**src/rtl/mem_pkg.sv**
```systemverilog
// Shared types and encodings for the non-blocking MEM stage: memory op codes,
// queue entry layout and SRAM-bus size/strobe helpers.
package mem_pkg;

  typedef enum logic [3:0] {
    MEM_NONE = 4'd0,
    LD_B     = 4'd1,
    LD_BU    = 4'd2,
    LD_H     = 4'd3,
    LD_HU    = 4'd4,
    LD_W     = 4'd5,
    ST_B     = 4'd6,
    ST_H     = 4'd7,
    ST_W     = 4'd8
  } mem_op_t;

  localparam logic [1:0] SIZE_B = 2'd0;
  localparam logic [1:0] SIZE_H = 2'd1;
  localparam logic [1:0] SIZE_W = 2'd2;

  localparam logic [3:0] WSTRB_B0 = 4'b0001;
  localparam logic [3:0] WSTRB_HL = 4'b0011;
  localparam logic [3:0] WSTRB_HH = 4'b1100;
  localparam logic [3:0] WSTRB_W  = 4'b1111;
  localparam logic [3:0] WSTRB_LD = 4'b0000;

  localparam int EXC_ALE_BIT = 0;

  // Exception payload is kept in a separate array because its width is a module parameter.
  typedef struct packed {
    mem_op_t     op;
    logic [31:0] pc;
    logic [31:0] addr;
    logic [31:0] wdata;
    logic [4:0]  rd;
    logic        gr_we;
  } mem_entry_t;

  function automatic logic is_load(input mem_op_t op);
    return op inside {LD_B, LD_BU, LD_H, LD_HU, LD_W};
  endfunction

  function automatic logic is_store(input mem_op_t op);
    return op inside {ST_B, ST_H, ST_W};
  endfunction

  function automatic logic is_mem(input mem_op_t op);
    return is_load(op) || is_store(op);
  endfunction

  function automatic logic [1:0] op_size(input mem_op_t op);
    case (op)
      LD_B, LD_BU, ST_B: return SIZE_B;
      LD_H, LD_HU, ST_H: return SIZE_H;
      default:           return SIZE_W;
    endcase
  endfunction

  function automatic logic [3:0] op_wstrb(input mem_op_t op, input logic [1:0] a);
    logic [3:0] one;
    one = WSTRB_B0;
    case (op)
      ST_B:    return one << a;
      ST_H:    return a[1] ? WSTRB_HH : WSTRB_HL;
      ST_W:    return WSTRB_W;
      default: return WSTRB_LD;
    endcase
  endfunction

  function automatic logic [31:0] op_wdata(input mem_op_t op, input logic [31:0] d);
    case (op)
      ST_B:    return {4{d[7:0]}};
      ST_H:    return {2{d[15:0]}};
      default: return d;
    endcase
  endfunction

endpackage

```
**src/rtl/mem_stage_nb_if.sv**
```systemverilog
// SRAM-like data bus between the MEM stage (master) and the data memory (slave).
interface mem_stage_nb_if;
  logic        data_sram_req;
  logic        data_sram_wr;
  logic [1:0]  data_sram_size;
  logic [3:0]  data_sram_wstrb;
  logic [31:0] data_sram_addr;
  logic [31:0] data_sram_wdata;
  logic        data_sram_addr_ok;
  logic        data_sram_data_ok;
  logic [31:0] data_sram_rdata;

  modport master (
    output data_sram_req, data_sram_wr, data_sram_size, data_sram_wstrb,
           data_sram_addr, data_sram_wdata,
    input  data_sram_addr_ok, data_sram_data_ok, data_sram_rdata
  );

  modport slave (
    input  data_sram_req, data_sram_wr, data_sram_size, data_sram_wstrb,
           data_sram_addr, data_sram_wdata,
    output data_sram_addr_ok, data_sram_data_ok, data_sram_rdata
  );
endinterface

```
**src/rtl/mem_stage_nb_ld_align.sv**
```systemverilog
// mem_ld_align: selects the addressed byte/half of a load response and
// sign- or zero-extends it to 32 bits.
module mem_ld_align
  import mem_pkg::*;
(
  input  mem_op_t     op,
  input  logic [1:0]  addr,
  input  logic [31:0] rdata,
  output logic [31:0] data
);
  logic [7:0]  b;
  logic [15:0] h;

  always_comb begin
    case (addr)
      2'd0:    b = rdata[7:0];
      2'd1:    b = rdata[15:8];
      2'd2:    b = rdata[23:16];
      default: b = rdata[31:24];
    endcase
    h = addr[1] ? rdata[31:16] : rdata[15:0];
    case (op)
      LD_B:    data = {{24{b[7]}}, b};
      LD_BU:   data = {24'd0, b};
      LD_H:    data = {{16{h[15]}}, h};
      LD_HU:   data = {16'd0, h};
      default: data = rdata;
    endcase
  end
endmodule

```
**src/rtl/mem_stage_nb.sv**
```systemverilog
// mem_stage_nb: in-order, non-blocking MEM stage with a DEPTH-entry queue that
// overlaps bus address/data phases. Optional MEM_PERF_CNT_EN adds perf counters.
module mem_stage_nb
  import mem_pkg::*;
#(
  parameter int DEPTH = 4,
  parameter int EXC_W = 87
) (
  input  logic             clk,
  input  logic             resetn,
  input  logic             in_valid,
  output logic             in_ready,
  input  logic [31:0]      in_pc,
  input  mem_op_t          in_op,
  input  logic [31:0]      in_result,
  input  logic [31:0]      in_wdata,
  input  logic             in_gr_we,
  input  logic [4:0]       in_rd,
  input  logic [EXC_W-1:0] in_exc,
  output logic             out_valid,
  input  logic             out_ready,
  output logic [31:0]      out_pc,
  output logic             out_gr_we,
  output logic [4:0]       out_rd,
  output logic [31:0]      out_wdata,
  output logic [EXC_W-1:0] out_exc,
  output logic [31:0]      out_badv,
  input  logic             flush,
  mem_stage_nb_if.master   bus,
  input  logic [4:0]       q_raddr1,
  input  logic [4:0]       q_raddr2,
  output logic             load_hazard,
`ifdef MEM_PERF_CNT_EN
  output logic [31:0]      perf_req_cnt,
  output logic [31:0]      perf_stall_cnt,
`endif
  output logic             fwd_valid,
  output logic [4:0]       fwd_rd,
  output logic [31:0]      fwd_data
);
  localparam int PW = $clog2(DEPTH);
  localparam int CW = PW + 1;

  mem_entry_t       ent    [DEPTH];
  logic [EXC_W-1:0] exc    [DEPTH];
  logic [31:0]      data   [DEPTH];
  logic [DEPTH-1:0] exc_nz;
  logic [DEPTH-1:0] issued;
  logic [DEPTH-1:0] done;

  logic [PW-1:0] head, tail, iss, cmp_idx;
  logic [CW-1:0] count, iss_cnt, cancel_cnt, cancel_nxt, inflight;

  logic        req_hold, hold_wr;
  logic [1:0]  hold_size;
  logic [3:0]  hold_wstrb;
  logic [31:0] hold_addr, hold_wdata;

  logic        lv_wr;
  logic [1:0]  lv_size;
  logic [3:0]  lv_wstrb;
  logic [31:0] lv_addr, lv_wdata, ld_data;

  logic iss_live, older_exc, cmp_found, can_req, skip, live_hs, iss_adv;
  logic drop, live_dok, pop, enq;

  // Scan live entries from head: older exceptions, in-flight requests, oldest
  // pending response target and load-use hazard.
  always_comb begin
    logic [PW-1:0] idx;
    idx         = head;
    older_exc   = 1'b0;
    inflight    = '0;
    cmp_found   = 1'b0;
    cmp_idx     = head;
    load_hazard = 1'b0;
    for (int k = 0; k < DEPTH; k++) begin
      idx = head + PW'(k);
      if (CW'(k) < count) begin
        if (CW'(k) < iss_cnt && exc_nz[idx]) older_exc = 1'b1;
        if (issued[idx] && !done[idx]) begin
          inflight = inflight + CW'(1);
          if (!cmp_found) begin
            cmp_found = 1'b1;
            cmp_idx   = idx;
          end
        end
        if (is_load(ent[idx].op) && !done[idx] &&
            ((q_raddr1 != 5'd0 && ent[idx].rd == q_raddr1) ||
             (q_raddr2 != 5'd0 && ent[idx].rd == q_raddr2)))
          load_hazard = 1'b1;
      end
    end
  end

  assign iss_live = iss_cnt < count;
  assign skip     = iss_live && (!is_mem(ent[iss].op) || done[iss]);
  // Cancelled responses still occupy bus slots, so they count against DEPTH.
  assign can_req  = iss_live && is_mem(ent[iss].op) && !issued[iss] && !done[iss] &&
                    !older_exc && !req_hold &&
                    (({1'b0, cancel_cnt} + {1'b0, inflight}) < (CW+1)'(DEPTH));
  assign live_hs  = can_req && bus.data_sram_addr_ok;
  assign iss_adv  = skip || live_hs;

  assign drop     = bus.data_sram_data_ok && (cancel_cnt != '0);
  assign live_dok = bus.data_sram_data_ok && !drop && cmp_found;

  assign out_valid = (count != '0) && done[head];
  assign pop       = out_valid && out_ready;
  assign in_ready  = (count < CW'(DEPTH)) && !flush;
  assign enq       = in_valid && in_ready;

  always_comb begin
    lv_wr    = is_store(ent[iss].op);
    lv_size  = op_size(ent[iss].op);
    lv_wstrb = op_wstrb(ent[iss].op, ent[iss].addr[1:0]);
    lv_addr  = ent[iss].addr;
    lv_wdata = op_wdata(ent[iss].op, ent[iss].wdata);
  end

  always_comb begin
    bus.data_sram_req   = req_hold || can_req;
    bus.data_sram_wr    = 1'b0;
    bus.data_sram_size  = 2'd0;
    bus.data_sram_wstrb = 4'd0;
    bus.data_sram_addr  = 32'd0;
    bus.data_sram_wdata = 32'd0;
    if (req_hold) begin
      bus.data_sram_wr    = hold_wr;
      bus.data_sram_size  = hold_size;
      bus.data_sram_wstrb = hold_wstrb;
      bus.data_sram_addr  = hold_addr;
      bus.data_sram_wdata = hold_wdata;
    end else if (can_req) begin
      bus.data_sram_wr    = lv_wr;
      bus.data_sram_size  = lv_size;
      bus.data_sram_wstrb = lv_wstrb;
      bus.data_sram_addr  = lv_addr;
      bus.data_sram_wdata = lv_wdata;
    end
  end

  always_comb begin
    cancel_nxt = cancel_cnt;
    if (flush) cancel_nxt = cancel_nxt + inflight + CW'(live_hs) - CW'(live_dok);
    if (req_hold && bus.data_sram_addr_ok) cancel_nxt = cancel_nxt + CW'(1);
    if (drop) cancel_nxt = cancel_nxt - CW'(1);
  end

  mem_ld_align u_ld_align (
    .op    (ent[cmp_idx].op),
    .addr  (ent[cmp_idx].addr[1:0]),
    .rdata (bus.data_sram_rdata),
    .data  (ld_data)
  );

  // Control state: pointers, counters and per-entry flags.
  always_ff @(posedge clk) begin
    if (!resetn) begin
      head       <= '0;
      tail       <= '0;
      iss        <= '0;
      count      <= '0;
      iss_cnt    <= '0;
      cancel_cnt <= '0;
      req_hold   <= 1'b0;
      issued     <= '0;
      done       <= '0;
    end else begin
      cancel_cnt <= cancel_nxt;
      if (flush) begin
        head    <= '0;
        tail    <= '0;
        iss     <= '0;
        count   <= '0;
        iss_cnt <= '0;
      end else begin
        if (enq) tail <= tail + PW'(1);
        if (pop) head <= head + PW'(1);
        if (iss_adv) iss <= iss + PW'(1);
        count   <= count + CW'(enq) - CW'(pop);
        iss_cnt <= iss_cnt + CW'(iss_adv) - CW'(pop);
      end
      if (req_hold && bus.data_sram_addr_ok) req_hold <= 1'b0;
      else if (flush && can_req && !bus.data_sram_addr_ok) req_hold <= 1'b1;
      if (live_hs) issued[iss] <= 1'b1;
      if (live_dok) done[cmp_idx] <= 1'b1;
      if (enq) begin
        issued[tail] <= 1'b0;
        done[tail]   <= (in_op == MEM_NONE) || in_exc[EXC_ALE_BIT];
      end
    end
  end

  // Entry payload and held request fields.
  always_ff @(posedge clk) begin
    if (enq) begin
      ent[tail]    <= '{op: in_op, pc: in_pc, addr: in_result, wdata: in_wdata,
                        rd: in_rd, gr_we: in_gr_we};
      exc[tail]    <= in_exc;
      exc_nz[tail] <= |in_exc;
      data[tail]   <= in_result;
    end
    if (live_dok) data[cmp_idx] <= is_load(ent[cmp_idx].op) ? ld_data : 32'd0;
    if (flush && can_req && !bus.data_sram_addr_ok) begin
      hold_wr    <= lv_wr;
      hold_size  <= lv_size;
      hold_wstrb <= lv_wstrb;
      hold_addr  <= lv_addr;
      hold_wdata <= lv_wdata;
    end
  end

`ifdef MEM_PERF_CNT_EN
  always_ff @(posedge clk) begin
    if (!resetn) begin
      perf_req_cnt   <= 32'd0;
      perf_stall_cnt <= 32'd0;
    end else begin
      if (bus.data_sram_req && bus.data_sram_addr_ok) perf_req_cnt <= perf_req_cnt + 32'd1;
      if (in_valid && !in_ready) perf_stall_cnt <= perf_stall_cnt + 32'd1;
    end
  end
`endif

  assign out_pc    = out_valid ? ent[head].pc    : 32'd0;
  assign out_gr_we = out_valid ? ent[head].gr_we : 1'b0;
  assign out_rd    = out_valid ? ent[head].rd    : 5'd0;
  assign out_wdata = out_valid ? data[head]      : 32'd0;
  assign out_exc   = out_valid ? exc[head]       : '0;
  assign out_badv  = out_valid ? ent[head].addr  : 32'd0;

  assign fwd_valid = out_valid && ent[head].gr_we;
  assign fwd_rd    = fwd_valid ? ent[head].rd : 5'd0;
  assign fwd_data  = fwd_valid ? data[head]   : 32'd0;
endmodule

```
**src/flat_wrapper.sv**
```systemverilog
// flat-port wrapper written by rule: the top's interface ports become plain ports
module mem_stage_nb_flat import mem_pkg::*;
#(
  parameter int DEPTH = 4,
  parameter int EXC_W = 87
)
  (clk, resetn, in_valid, in_ready, in_pc, in_op, in_result, in_wdata, in_gr_we, in_rd, in_exc, out_valid, out_ready, out_pc, out_gr_we, out_rd, out_wdata, out_exc, out_badv, flush, q_raddr1, q_raddr2, load_hazard, fwd_valid, fwd_rd, fwd_data, bus_data_sram_req, bus_data_sram_wr, bus_data_sram_size, bus_data_sram_wstrb, bus_data_sram_addr, bus_data_sram_wdata, bus_data_sram_addr_ok, bus_data_sram_data_ok, bus_data_sram_rdata);
  mem_stage_nb_if bus_i ();
  input  logic clk;
  input  logic resetn;
  input  logic in_valid;
  output logic in_ready;
  input  logic [31:0] in_pc;
  input  mem_op_t in_op;
  input  logic [31:0] in_result;
  input  logic [31:0] in_wdata;
  input  logic in_gr_we;
  input  logic [4:0] in_rd;
  input  logic [EXC_W-1:0] in_exc;
  output logic out_valid;
  input  logic out_ready;
  output logic [31:0] out_pc;
  output logic out_gr_we;
  output logic [4:0] out_rd;
  output logic [31:0] out_wdata;
  output logic [EXC_W-1:0] out_exc;
  output logic [31:0] out_badv;
  input  logic flush;
  input  logic [4:0] q_raddr1;
  input  logic [4:0] q_raddr2;
  output logic load_hazard;
  output logic fwd_valid;
  output logic [4:0] fwd_rd;
  output logic [31:0] fwd_data;
  output wire logic [$bits(bus_i.data_sram_req)-1:0] bus_data_sram_req;
  output wire logic [$bits(bus_i.data_sram_wr)-1:0] bus_data_sram_wr;
  output wire logic [$bits(bus_i.data_sram_size)-1:0] bus_data_sram_size;
  output wire logic [$bits(bus_i.data_sram_wstrb)-1:0] bus_data_sram_wstrb;
  output wire logic [$bits(bus_i.data_sram_addr)-1:0] bus_data_sram_addr;
  output wire logic [$bits(bus_i.data_sram_wdata)-1:0] bus_data_sram_wdata;
  input wire logic [$bits(bus_i.data_sram_addr_ok)-1:0] bus_data_sram_addr_ok;
  input wire logic [$bits(bus_i.data_sram_data_ok)-1:0] bus_data_sram_data_ok;
  input wire logic [$bits(bus_i.data_sram_rdata)-1:0] bus_data_sram_rdata;
  assign bus_data_sram_req = bus_i.data_sram_req;
  assign bus_data_sram_wr = bus_i.data_sram_wr;
  assign bus_data_sram_size = bus_i.data_sram_size;
  assign bus_data_sram_wstrb = bus_i.data_sram_wstrb;
  assign bus_data_sram_addr = bus_i.data_sram_addr;
  assign bus_data_sram_wdata = bus_i.data_sram_wdata;
  assign bus_i.data_sram_addr_ok = bus_data_sram_addr_ok;
  assign bus_i.data_sram_data_ok = bus_data_sram_data_ok;
  assign bus_i.data_sram_rdata = bus_data_sram_rdata;
  mem_stage_nb #(.DEPTH(DEPTH), .EXC_W(EXC_W)) u_core (.clk(clk), .resetn(resetn), .in_valid(in_valid), .in_ready(in_ready), .in_pc(in_pc), .in_op(in_op), .in_result(in_result), .in_wdata(in_wdata), .in_gr_we(in_gr_we), .in_rd(in_rd), .in_exc(in_exc), .out_valid(out_valid), .out_ready(out_ready), .out_pc(out_pc), .out_gr_we(out_gr_we), .out_rd(out_rd), .out_wdata(out_wdata), .out_exc(out_exc), .out_badv(out_badv), .flush(flush), .bus(bus_i), .q_raddr1(q_raddr1), .q_raddr2(q_raddr2), .load_hazard(load_hazard), .fwd_valid(fwd_valid), .fwd_rd(fwd_rd), .fwd_data(fwd_data));
endmodule
```
**config.mk**
```make
export PLATFORM = sky130hd
export DESIGN_NAME = mem_stage_nb_flat
export DESIGN_NICKNAME = d
export VERILOG_FILES = /design/src/rtl/mem_pkg.sv /design/src/rtl/mem_stage_nb_if.sv /design/src/rtl/mem_stage_nb_ld_align.sv /design/src/rtl/mem_stage_nb.sv /design/src/flat_wrapper.sv
export SDC_FILE = /design/constraint.sdc
export NUM_CORES = 1
export LEC_CHECK = 0
export ABC_CLOCK_PERIOD_IN_PS = 13200
export CELL_PAD_IN_SITES_DETAIL_PLACEMENT = 1
export CELL_PAD_IN_SITES_GLOBAL_PLACEMENT = 1
export CORE_MARGIN = 1.5
export CORE_UTILIZATION = 47
export CTS_CLUSTER_SIZE = 8
export DETAILED_ROUTE_END_ITERATION = 10
export GPL_TIMING_DRIVEN = 0
export PLACE_DENSITY = 0.79
export SLEW_MARGIN = 20
export SYNTH_ARGS = -nofsm -noshare
export SYNTH_HDL_FRONTEND = slang
export SYNTH_SLANG_ARGS = --single-unit
```
**constraint.sdc**
```tcl
create_clock -name clk -period 13.2 [get_ports clk]
set_input_delay 1.32 -clock clk [delete_from_list [all_inputs] [get_ports clk]]
set_output_delay 1.32 -clock clk [all_outputs]
set_load 0.005 [all_outputs]
```
After elaboration in Yosys (flattened, before gate mapping)
Memory sizes are Yosys's and may differ from the RTL's. A register that Yosys moved wholly into a read port is not among the register bits.
Index checks and enable logic that the tools add are counted.

word-level totals
  register bits = 99
  bits in writable memories = 900
  input bits = 242
  output and inout bits = 302
  logic and storage cells = 315
  memories = 3

memory list
  memory       words  width  rd ports  clocked after Yosys merged registers in  wr ports  line                RTL
  u_core.ent   4      106    6         2                                        1         mem_stage_nb.sv:44  mem_entry_t ent [DEPTH];
  u_core.exc   4      87     1         1                                        1         mem_stage_nb.sv:45  logic [EXC_W-1:0] exc [DEPTH];
  u_core.data  4      32     1         1                                        2         mem_stage_nb.sv:46  logic [31:0] data [DEPTH];

cells by class
  add/sub/neg operators = 18
  $lt $le $gt $ge = 21
  equality and inequality tests = 43
  shift operators = 1
  mux-type cells = 124
  bitwise operators = 5
  reduce and logical (&&, ||, !) cells = 85

operator list
  cell                 count
  $mux 32              9
  $pmux 32 s4          1
  $mux 87              1
  $reduce_or 87->1     1
  $pmux 32 s2          1
  $eq 4x3->1 const B   14
  $mux 1               49
  $eq 4x2->1 const B   12
  $logic_and 1x1->1    46
  $eq 5x5->1           8
  $reduce_bool 5->1    8
  $mux 2               19
  $mux 4               9
  $mux 3               10
  $bmux 1 s2           14
  $eq 4x1->1 const B   6
  $pmux 8 s3           1
  $lt 2x3->1 const B   7
  $mux 16              1
  $add 3x1->3 const B  4
  $logic_not 1->1      12
  $lt 1x3->1 const A   4
  $lt 2x3->1 const A   4
  $pmux 4 s3           1
  29 further kinds     55

Depth between registers and ports, before layout
Gate-level depths: netlist (run 1).

  word-level depth = 26
  mapped depth = 38
  mapped depth without buffers = 33

Hierarchy
From an unflattened synthesis (run 1), not the netlist that was laid out.

unflattened totals
  cells, all modules = 2669
  area total of the unflattened synthesis = 45484.9 µm²

modules (own cells, without submodules)
  module        times used  cells an instance  area an instance (µm²)  seq. area each (µm²)
  mem_stage_nb  1           2549               44463.9                 29838.6
  mem_ld_align  1           120                1021.0                  0.0

Worst setup path after synthesis (run 1)
No wires, ideal clock.

  path kind = reg2reg
  start point = register u_core.head[0]
  end point = register u_core.hold_addr[0] (enable)
  setup time = 0.500 ns
  data arrival time = 9.193 ns
  required time = 12.700 ns
  path slack = 3.506 ns
  cell stages (with the launch flop) = 26
  buffers on the path = 7
  period minus slack after synthesis = 9.694 ns
  path through = dfxtp_1 buf_6 clkbuf_1 buf_1 clkbuf_1 buf_1 mux4_2 a211oi_1 ha_1 inv_1 o21ai_0 ha_1 mux2_2 ha_1 nand2_1 xor2_1 ha_1 or4_1 a311oi_1 nand3_1 nor3_1 o31a_1 clkbuf_1 clkbuf_1 nand2_1 nor2_1

on the way
  longest elaborated chain between the ends = 20
  elaborated cells on any way between the ends = 66
  classes of those cells = add/sub: 7; order compare: 1; mux: 40; reduce/logical: 18

ends and longest elaborated chain
  item                               line                 RTL
  from (decl)                        mem_stage_nb.sv:51   logic [PW-1:0] head, tail, iss, cmp_idx;
  from (signal assigned)             mem_stage_nb.sv:179  if (pop) head <= head + PW'(1);
  $bmux 1 s2                         mem_stage_nb.sv:81   if (issued[idx] && !done[idx]) begin
  $mux 1 (not written as such)       mem_stage_nb.sv:81
  $logic_not 1->1                    mem_stage_nb.sv:81
  $logic_and 1x1->1                  mem_stage_nb.sv:81
  $mux 1                             mem_stage_nb.sv:81
  $mux 3                             mem_stage_nb.sv:79   if (CW'(k) < count) begin
  $add 3x1->3                        mem_stage_nb.sv:82   inflight = inflight + CW'(1);
  $mux 3                             mem_stage_nb.sv:81
  [... 3 more ...]                   --
  $mux 3                             mem_stage_nb.sv:79
  $add 3x1->3                        mem_stage_nb.sv:82
  $mux 3                             mem_stage_nb.sv:81
  $mux 3                             mem_stage_nb.sv:79
  $add 3x3->4                        mem_stage_nb.sv:101  (({1'b0, cancel_cnt} + {1'b0, inflight}) < (CW+1)'(DEPTH));
  $lt 4x3->1                         mem_stage_nb.sv:101
  $logic_and 1x1->1 *                mem_stage_nb.sv:100  !older_exc && !req_hold &&
  $logic_and 1x1->1 * (2 in series)  mem_stage_nb.sv:205  if (flush && can_req && !bus.data_sram_addr_ok) begin
  to (signal assigned)               mem_stage_nb.sv:209  hold_addr <= lv_addr;
  to (decl)                          mem_stage_nb.sv:57   logic [31:0] hold_addr, hold_wdata;

Every way passes the cells marked *; elsewhere a longest branch is shown, timed or not. The select of a mux whose other input is x is not followed.
A chain may end at the register's enable or synchronous reset.

Final worst setup path (run 1)
  start point = register u_core.head[0]
  end point = output bus_data_sram_addr[27]

on the way
  longest elaborated chain between the ends = 20
  elaborated cells on any way between the ends = 66
  classes of those cells = add/sub: 7; order compare: 1; mux: 42; reduce/logical: 16

ends and longest elaborated chain
  item                          line                 RTL
  $bmux 1 s2                    mem_stage_nb.sv:81
  $mux 1 (not written as such)  mem_stage_nb.sv:81
  $logic_not 1->1               mem_stage_nb.sv:81
  $logic_and 1x1->1             mem_stage_nb.sv:81
  $mux 1                        mem_stage_nb.sv:81
  $mux 3                        mem_stage_nb.sv:79
  $add 3x1->3                   mem_stage_nb.sv:82
  $mux 3                        mem_stage_nb.sv:81
  [... 4 more ...]              --
  $add 3x1->3                   mem_stage_nb.sv:82
  $mux 3                        mem_stage_nb.sv:81
  $mux 3                        mem_stage_nb.sv:79
  $add 3x3->4                   mem_stage_nb.sv:101
  $lt 4x3->1                    mem_stage_nb.sv:101
  $logic_and 1x1->1 *           mem_stage_nb.sv:100
  $mux 32 *                     mem_stage_nb.sv:134  end else if (can_req) begin
  $mux 32 *                     mem_stage_nb.sv:128  if (req_hold) begin
  to (decl)                     flat_wrapper.sv:39   output wire logic [$bits(bus_i.data_sram_addr)-1:0] bus_data_sram_addr;

Marked as above.

==> impl_results.md, run 1 <==
* Cells after DPL at 4,472
* Site Rows at 112
* Post_cts resized at 0
* Total negative slack at 0 ns
* Crit Path Max Fanout at 10
* Status: complete, no violations
* RSZ-0062 raised after global routing: no
* Max VDD drop at 129.4 uV
* Clk_skew at 0.04405 ns
* Max stage delay on crit path at 0.89 ns
* Final WS setup at between 1.5 and 2 ns
* Drt pass-1 iters at 5
* Pre-CTS setup slack at between 2 and 2.5 ns
* Area of the multi-input gates at 13,930 sq um
* WL met2 at between 70,000 and 80,000 microns
* Worst Path Class, Setup: flip-flop to primary output
* Chip width at 311.1 microns
* Uppermost routed layer: met5
* CTS H-tree lvls at 4
* Post-synthesis net count at ~2.9k
* Worst-path cell with the longest stage delay: clkbuf_1
* P per Cell Area at about 130 nW/um^2
* Final setup fails at 0
* Fin crit period at 11.55 ns
* Clk buf depth at 3
* Initial drt markers at 2,601
* Number of global-route vias before repair at 31.06k
* Post-CTS Setup Bufs at 0
* Mapped cell area at 44,610 sq um
* Final Cycle Share at 87.50%
* Top_reg_cell synth: edfxtp_1
* Register area share after synthesis at 66.89%
* Async SR Flop Fraction at 0%
* Critical Path RT at ~12 ns
* Final Wtd Congestion at 0.9023
* CTS tree: done
* Sequential cell area at about 30,000 sq um
* Detailed Place HPWL at 100,800 microns
* Die height at 311.1 microns
* Worst-skew pair later-pin latency at around 0.77 ns
* Num CTS Buffers at 144
* Total GRT Usage at between 20 and 30%
* Wire per inst at 31.01 microns
* Yosys warns at 0
* Yosys reg bits at 1,003
* Crit path launch type: flip-flop
* Remaining DRCs at 0
* Hold buffer count at cts at 0
* Endpoint type of the worst setup path: primary output
* Maximum clock frequency at 86.58 MHz
* CP arrival at 10.23 ns
* Number of synthesized flops with an enable pin at a little under 1k
* Number of vias per cell at 6.159
* CORE AREA at 93,750 sq um
* CTS Root Cell: clkbuf_16
* DRT antenna net count at 0
* Slew headroom at 20.17%
* Critical path buffers and inverters at 10
* Area growth from synthesis to layout at 25.49%
* Met3 WL post-DR at approximately 12,000 microns
* Pins Over Slew Limit at 0
* Clock transition at the registers of the reported paths at 0.05 ns
* Die ar. at 96,770 sq um
* Initial antenna violation count at 24
* Min-Delay Path Class: flip-flop to flip-flop
* CTS sink cnt at 1,003
* First-pass GRT wire length at about 210,000 microns
* Layout cells sized above 1 at 15.56%
* Final wirelength at 144,400 microns
* CP delay by family, top: buffers and inverters
* Max Cap Viol at 0
* Total number of vias at between 20k and 30k
* CP dominant cell by count: clkbuf_1
* Synth Instances at roughly 2.7k
* Most frequent cells in the layout: 975 x edfxtp_1, 532 x clkdlybuf4s50_1, 242 x mux4_2
* Largest net degree at the start of global routing at 77
* Metal-1 WL at between 50,000 and 60,000 microns
* Worst slew pin tran at around 1.2 ns
* IO Count at 544
* Layout Nets at ~3.6k
* I/O Buffers at 532
* Initial Util at 47.58%
* Synthesized area per cell at between 15 and 20 sq um
* Leak at 17.76 nW
* Commonest non-fill, non-tap cell in the layout: edfxtp_1
* Fillers at 8,343
* Gr ovfl total at 0
* Non-Filler Instances at 4,657
* Count of cell types in the netlist at 80
* Final hold violation count at 0
-- cells by family after synthesis --
family | synth area share, %
flops | 66.89
simple gates | 6.485
compound gates | 6.978
mux | 15.54
buf+inv | 2.003
xor+xnor | 1.139
fa+ha+maj | 0.9648
-- area by class of cell --
cell class / instances / share of cell area, %
Buffer: 177 / 1.287
Clock buffer: 158 / 6.569
Antenna cell: 9 / 0.04023
Sequential cell: 1003 / 53.30
Clock inverter: 18 / 0.4582
Timing Repair Buffer: 549 / 10.27
Inverter: 49 / 0.3822
Tap cell: 1254 / 2.803
Multi-Input combinational cell: 1440 / 24.89
-- per-layer routing --
metal	global-route usage, %	vias up
met4	10.76	22
met3	7.971	292
li1	-	12110
met5	0	-
met2	51.24	1323
met1	36.21	14940
-- report_power, final --
| group | internal [mW] | switching (mW) | total (mW) |
|---|---|---|---|
| Sequential | 3.56 | 0.0191 | 3.57 |
| Clock | 1.96 | 1.36 | 3.32 |
| Combinational | 0.198 | 0.242 | 0.440 |
| Total | 5.72 | 1.62 | 7.34 |
-- final timing paths --
| path | endpoint | from | cells after the start | slack, ns |
|---|---|---|---|---|
| setup / recovery | bus_data_sram_addr[27] | u_core.head[0]$_SDFFE_PP0P_ | 26 | 1.65 |
| hold / removal | u_core.issued[3]$_SDFF_PN0_ | u_core.issued[3]$_SDFF_PN0_ | 2 | 0.58 |
| setup reg to reg | u_core.cancel_cnt[2]$_SDFF_PN0_ | u_core.head[0]$_SDFFE_PP0P_ | 37 | 3.09 |
| hold reg to reg | u_core.issued[3]$_SDFF_PN0_ | u_core.issued[3]$_SDFF_PN0_ | 2 | 0.58 |
-- cell usage after synthesis, types with 6 or more instances --
cell type / n / share of area [%]
nand2b_1: 16 / 0.22
nor4_1: 28 / 0.39
nor3_1: 14 / 0.16
dfxtp_1: 28 / 1.3
mux2i_1: 104 / 2.3
mux4_2: 242 / 12
buf_1: 29 / 0.24
nor2b_1: 37 / 0.52
o21ai_1: 40 / 0.45
a2111oi_2: 6 / 0.20
ha_1: 28 / 0.79
nand4_1: 10 / 0.14
clkbuf_1: 133 / 1.1
o21ai_0: 49 / 0.55
nand3_1: 6 / 0.067
o31ai_1: 6 / 0.10
xnor2_1: 31 / 0.61
xor2_1: 27 / 0.53
edfxtp_1: 975 / 66
buf_2: 9 / 0.10
and2_1: 173 / 2.4
a221oi_1: 28 / 0.55
nor2_1: 101 / 0.85
a22o_1: 71 / 1.4
a21o_1: 9 / 0.15
a2111oi_0: 32 / 0.63
nand2_1: 128 / 1.1
a2111o_1: 7 / 0.18
inv_1: 48 / 0.40
a211oi_1: 67 / 1.1
a21oi_1: 56 / 0.63
mux2_2: 38 / 0.96
-- worst register-to-register path, delay by kind of cell (launching register included) --
kind                     cells  cell delay (ns)
AO/OA/AOI/OAI                6             1.45
XOR/XNOR                     3             0.43
adder cells (fa/ha/maj)      8             2.35
buffers and inverters       10             3.44
flip-flops                   1             0.33
multiplexers                 2             0.45
AND/OR/NAND/NOR              8             1.57
-- flip-flops by register name (all words and copies together) (netlist names), 4 cells and up, named ones only --
register,flops
u_core.hold_wdata,32
u_core.hold_wstrb,4
u_core.exc_nz,4
u_core.issued,4
u_core.hold_addr,32
u_core.ent,424
u_core.exc,348
u_core.data,128
u_core.done,4
-- stage by stage --
stage | util (%) | instance area [sq um] | hold WS [ns] | total power, mW
2_1_floorplan | - | 44610 | 0.4942 | 3.836
3_3_place_gp | 54.94 | 51500 | 0.5450 | 4.047
3_5_place_dp | 55.47 | 52000 | 0.5669 | 4.066
4_1_cts | 59.67 | 55940 | 0.5768 | 7.377
5_1_grt | 59.70 | 55970 | 0.6326 | 7.513
6_report | 59.71 | 55980 | 0.5832 | 7.336
Note: power is estimated with default switching activity, not from simulation.
==> run 2: changes to the inputs <==
--- a/config.mk
+++ b/config.mk
@@ -10,7 +10,7 @@
 export CELL_PAD_IN_SITES_GLOBAL_PLACEMENT = 1
 export CORE_MARGIN = 1.5
 export CORE_UTILIZATION = 47
-export CTS_CLUSTER_SIZE = 8
+export CTS_CLUSTER_SIZE = 25
 export DETAILED_ROUTE_END_ITERATION = 10
 export GPL_TIMING_DRIVEN = 0
 export PLACE_DENSITY = 0.79
==> run 2 against run 1 <==
Routed wire length decreased by 2.2%. Clock skew down 0.0077 ns. Register-to-register slack better by 0.06 ns. Sequential cell count unchanged. Utilization down 0.75 points. Sequential power is essentially flat. Sequential share of layout area increased by 0.68 points. Clock-buffer cell count shrank 29. First-iteration DRC count down 6.6%. Total power down 6.9%. Cell area shrank 1.3%. Clock power down 15%. Largest cell class unchanged. Largest power group unchanged.
==> impl_results.md, run 2 (same netlist as run 1, synthesis figures left out) <==
* Drt pass-1 iters at 5 (unchanged)
* Post-CTS Setup Bufs at 0 (unchanged)
* Clk_skew at 0.03634 ns (-0.007702 ns)
* Final setup fails at 0 (unchanged)
* Sw Pwr at 1.502 mW (-7.3%)
* Site Rows at 112 (unchanged)
* Clk buf depth at 3 (unchanged)
* Fin crit period at 11.51 ns (-0.03636 ns)
* Layout Nets at 3,598 (-1.1%)
* Power share of the sequential group at 52.2% (+3.5 points)
* Crit path launch type: flip-flop
* Clock Power Share at 41.4% (-3.9 points)
* RSZ-0062 raised after global routing: no
* Slew headroom at 20.73% (+0.56 points)
* Die ar. at 96,770 sq um (unchanged)
* CORE AREA at 93,750 sq um (unchanged)
* Final wirelength at 141,300 microns (-2.2%)
* Max Cap Viol at 0 (unchanged)
* Max VDD drop at 116.5 uV (-10%)
* Layout cells sized above 1 at 15.08% (-0.48 points)
* Number of global-route vias before repair at 30.57k (-1.6%)
* Final Wtd Congestion at 0.9023 (unchanged)
* Biggest register: u_core.ent
* Total number of vias at 28.40k (-1.0%)
* Worst-skew pair later-pin latency at 0.69 ns (-0.08 ns)
* CTS tree: done
* Final hold violation count at 0 (unchanged)
* Num CTS Buffers at 104 (-28%)
* Internal Power at 5.325 mW (-6.8%)
* Non-Filler Instances at 4,673 (+0.34%)
* Critical Path RT at 11.88 ns (about the same)
* Initial drt markers at 2,429 (-6.6%)
* Pre-CTS setup slack at 2.467 ns (unchanged)
* Post_cts resized at 0 (unchanged)
* Remaining DRCs at 0 (unchanged)
* Cells after DPL at 4,472 (unchanged)
* Area growth from synthesis to layout at 23.91%
* Max stage delay on crit path at 0.94 ns (+0.05 ns)
* Number of vias per cell at 6.076 (-1.3%)
* P per Cell Area at 123.5 nW/um^2 (-5.7%)
* Detailed Place HPWL at 100,800 microns (unchanged)
* Status: complete, no violations
* Largest net degree at the start of global routing at 77 (unchanged)
* Initial Util at 47.58% (unchanged)
* Pins Over Slew Limit at 0 (unchanged)
* Final Cycle Share at 87.23% (-0.28 points)
* Sw Share at 22.00% (-0.076 points)
* First-pass GRT wire length at 207,600 microns (-2.1%)
* Leak at 17.42 nW (-1.9%)
* Commonest non-fill, non-tap cell in the layout: edfxtp_1
* Max FFs per register at 424 (unchanged)
* Worst slew pin tran at 1.189 ns (-0.008366 ns)
* CTS Root Cell: clkbuf_16
* Worst-path cell with the longest stage delay: clkbuf_1
* Wire per inst at 30.23 microns (-2.5%)
* Most frequent cells in the layout: 975 x edfxtp_1, 532 x clkdlybuf4s50_1, 242 x mux4_2
* Chip width at 311.1 microns (unchanged)
* Final WS setup at 1.686 ns (+0.03636 ns)
* Total GRT Usage at 28.97% (-0.87 points)
* Endpoint type of the worst setup path: primary output
* DRT antenna net count at 0 (unchanged)
* Initial antenna violation count at 17 (-29%)
* Gr ovfl total at 0 (unchanged)
* CTS sink cnt at 1,003 (unchanged)
* Clock transition at the registers of the reported paths at 0.06 ns (about the same)
* CP arrival at 10.19 ns (-0.04 ns)
* IO Count at 544 (unchanged)
* Hold buffer count at cts at 0 (unchanged)
* Maximum clock frequency at 86.85 MHz (+0.32%)
* I/O Buffers at 532 (unchanged)
* Critical path buffers and inverters at 10 (unchanged)
* Top flop regs: u_core.ent x424, u_core.exc x348, u_core.data x128
* Comb pwr share at 6.4% (+0.4 points)
* Min-Delay Path Class: flip-flop to flip-flop
* Worst Path Class, Setup: flip-flop to primary output
* CP dominant cell by count: clkbuf_1
* CTS H-tree lvls at 3 (-1)
* Die height at 311.1 microns (unchanged)
* CP delay by family, top: buffers and inverters
* Post-layout utilization of the core at 58.96% (-0.75 points)
* Crit Path Max Fanout at 10 (unchanged)
==> run 2: cell types whose count changed in the layout (fill, tap and decap cells not counted), sizes merged <==
| cell | previous run | this run |
|---|---|---|
| bufinv | 0 | 6 |
| clkbuf | 293 | 264 |
| clkinv | 11 | 46 |
| clkinvlp | 0 | 5 |
| diode | 9 | 10 |
| inv | 56 | 54 |
==> run 2: worst paths after layout <==
path	from	to	slack, ns	cells after the start
worst max-delay path	u_core.head[0]$_SDFFE_PP0P_	bus_data_sram_addr[27]	1.69	26
worst min register to register	u_core.issued[3]$_SDFF_PN0_	u_core.issued[3]$_SDFF_PN0_	0.59	2
worst min-delay path	u_core.issued[3]$_SDFF_PN0_	u_core.issued[3]$_SDFF_PN0_	0.59	2
worst max register to register	u_core.head[0]$_SDFFE_PP0P_	u_core.cancel_cnt[2]$_SDFF_PN0_	3.15	37
==> run 2: layout make-up <==
class                           instances  area, sq um
Multi-Input combinational cell       1440        13930
Buffer                                177        720.7
Inverter                               49        214.0
Fill cell                            8443        38470
Clock buffer                          129         2718
Timing Repair Buffer                  549         5749
Antenna cell                           10        25.02
Clock inverter                         62        506.7
Tap cell                             1254         1569
Sequential cell                      1003        29840
==> run 2: per-stage QoR <==
stage               hold slack, ns  TNS [ns]  instance area [sq um]  power, mW
floorplan                   0.4942         0                  44610      3.836
finish                      0.5946         0                  55280      6.827
global route                0.6248         0                  55260      6.998
global placement            0.5450    -18.94                  51500      4.047
detailed placement          0.5669         0                  52000      4.066
CTS                         0.5901         0                  55230      6.866
==> run 2: routing by layer <==
metal / part of all wire, % / GRT usage (%) / vias up
met1: 38 / 35.82 / 14860
met5: 0.092 / 0 / -
met3: 8.2 / 7.071 / 254
met4: 2.8 / 8.925 / 20
li1: - / - / 12060
met2: 51 / 50.23 / 1200
==> run 2: power groups by stage <==
| stage | clock [mW] | combinational [mW] | sequential, mW |
|---|---|---|---|
| detailed placement | 0 | 0.433 | 3.63 |
| finish | 2.82 | 0.437 | 3.57 |
| global placement | 0 | 0.406 | 3.64 |
| floorplan | 0 | 0.204 | 3.63 |
| CTS | 2.86 | 0.437 | 3.57 |
| global route | 2.96 | 0.467 | 3.57 |
==> run 2: worst min-delay path: cells and delay by family (launching register included) <==
kind | cells | cell delay, ns
AO/OA/AOI/OAI | 1 | 0.14
flip-flops | 1 | 0.35
AND/OR/NAND/NOR | 1 | 0.06
==> run 3: changes to the inputs <==
--- a/config.mk
+++ b/config.mk
@@ -10,7 +10,6 @@
 export CELL_PAD_IN_SITES_GLOBAL_PLACEMENT = 1
 export CORE_MARGIN = 1.5
 export CORE_UTILIZATION = 47
-export CTS_CLUSTER_SIZE = 25
 export DETAILED_ROUTE_END_ITERATION = 10
 export GPL_TIMING_DRIVEN = 0
 export PLACE_DENSITY = 0.79
==> constraint.sdc (replaced) <==
create_clock -name clk -period 13.2 [get_ports clk]
set_input_delay 1.32 -clock clk [delete_from_list [all_inputs] [get_ports clk]]
set_output_delay 1.32 -clock clk [all_outputs]
set_load 0.02 [all_outputs]
==> results of run 3 <==
The final DEF is identical to that of run 2. Status: complete, no violations.
Among the figures that moved: setup slack after placement 2.467 ns -> 2.367 ns; setup slack after layout 1.686 ns -> 1.586 ns; total power 6.827 mW -> 6.842 mW; worst IR drop on VDD 116.5 uV -> 116.6 uV
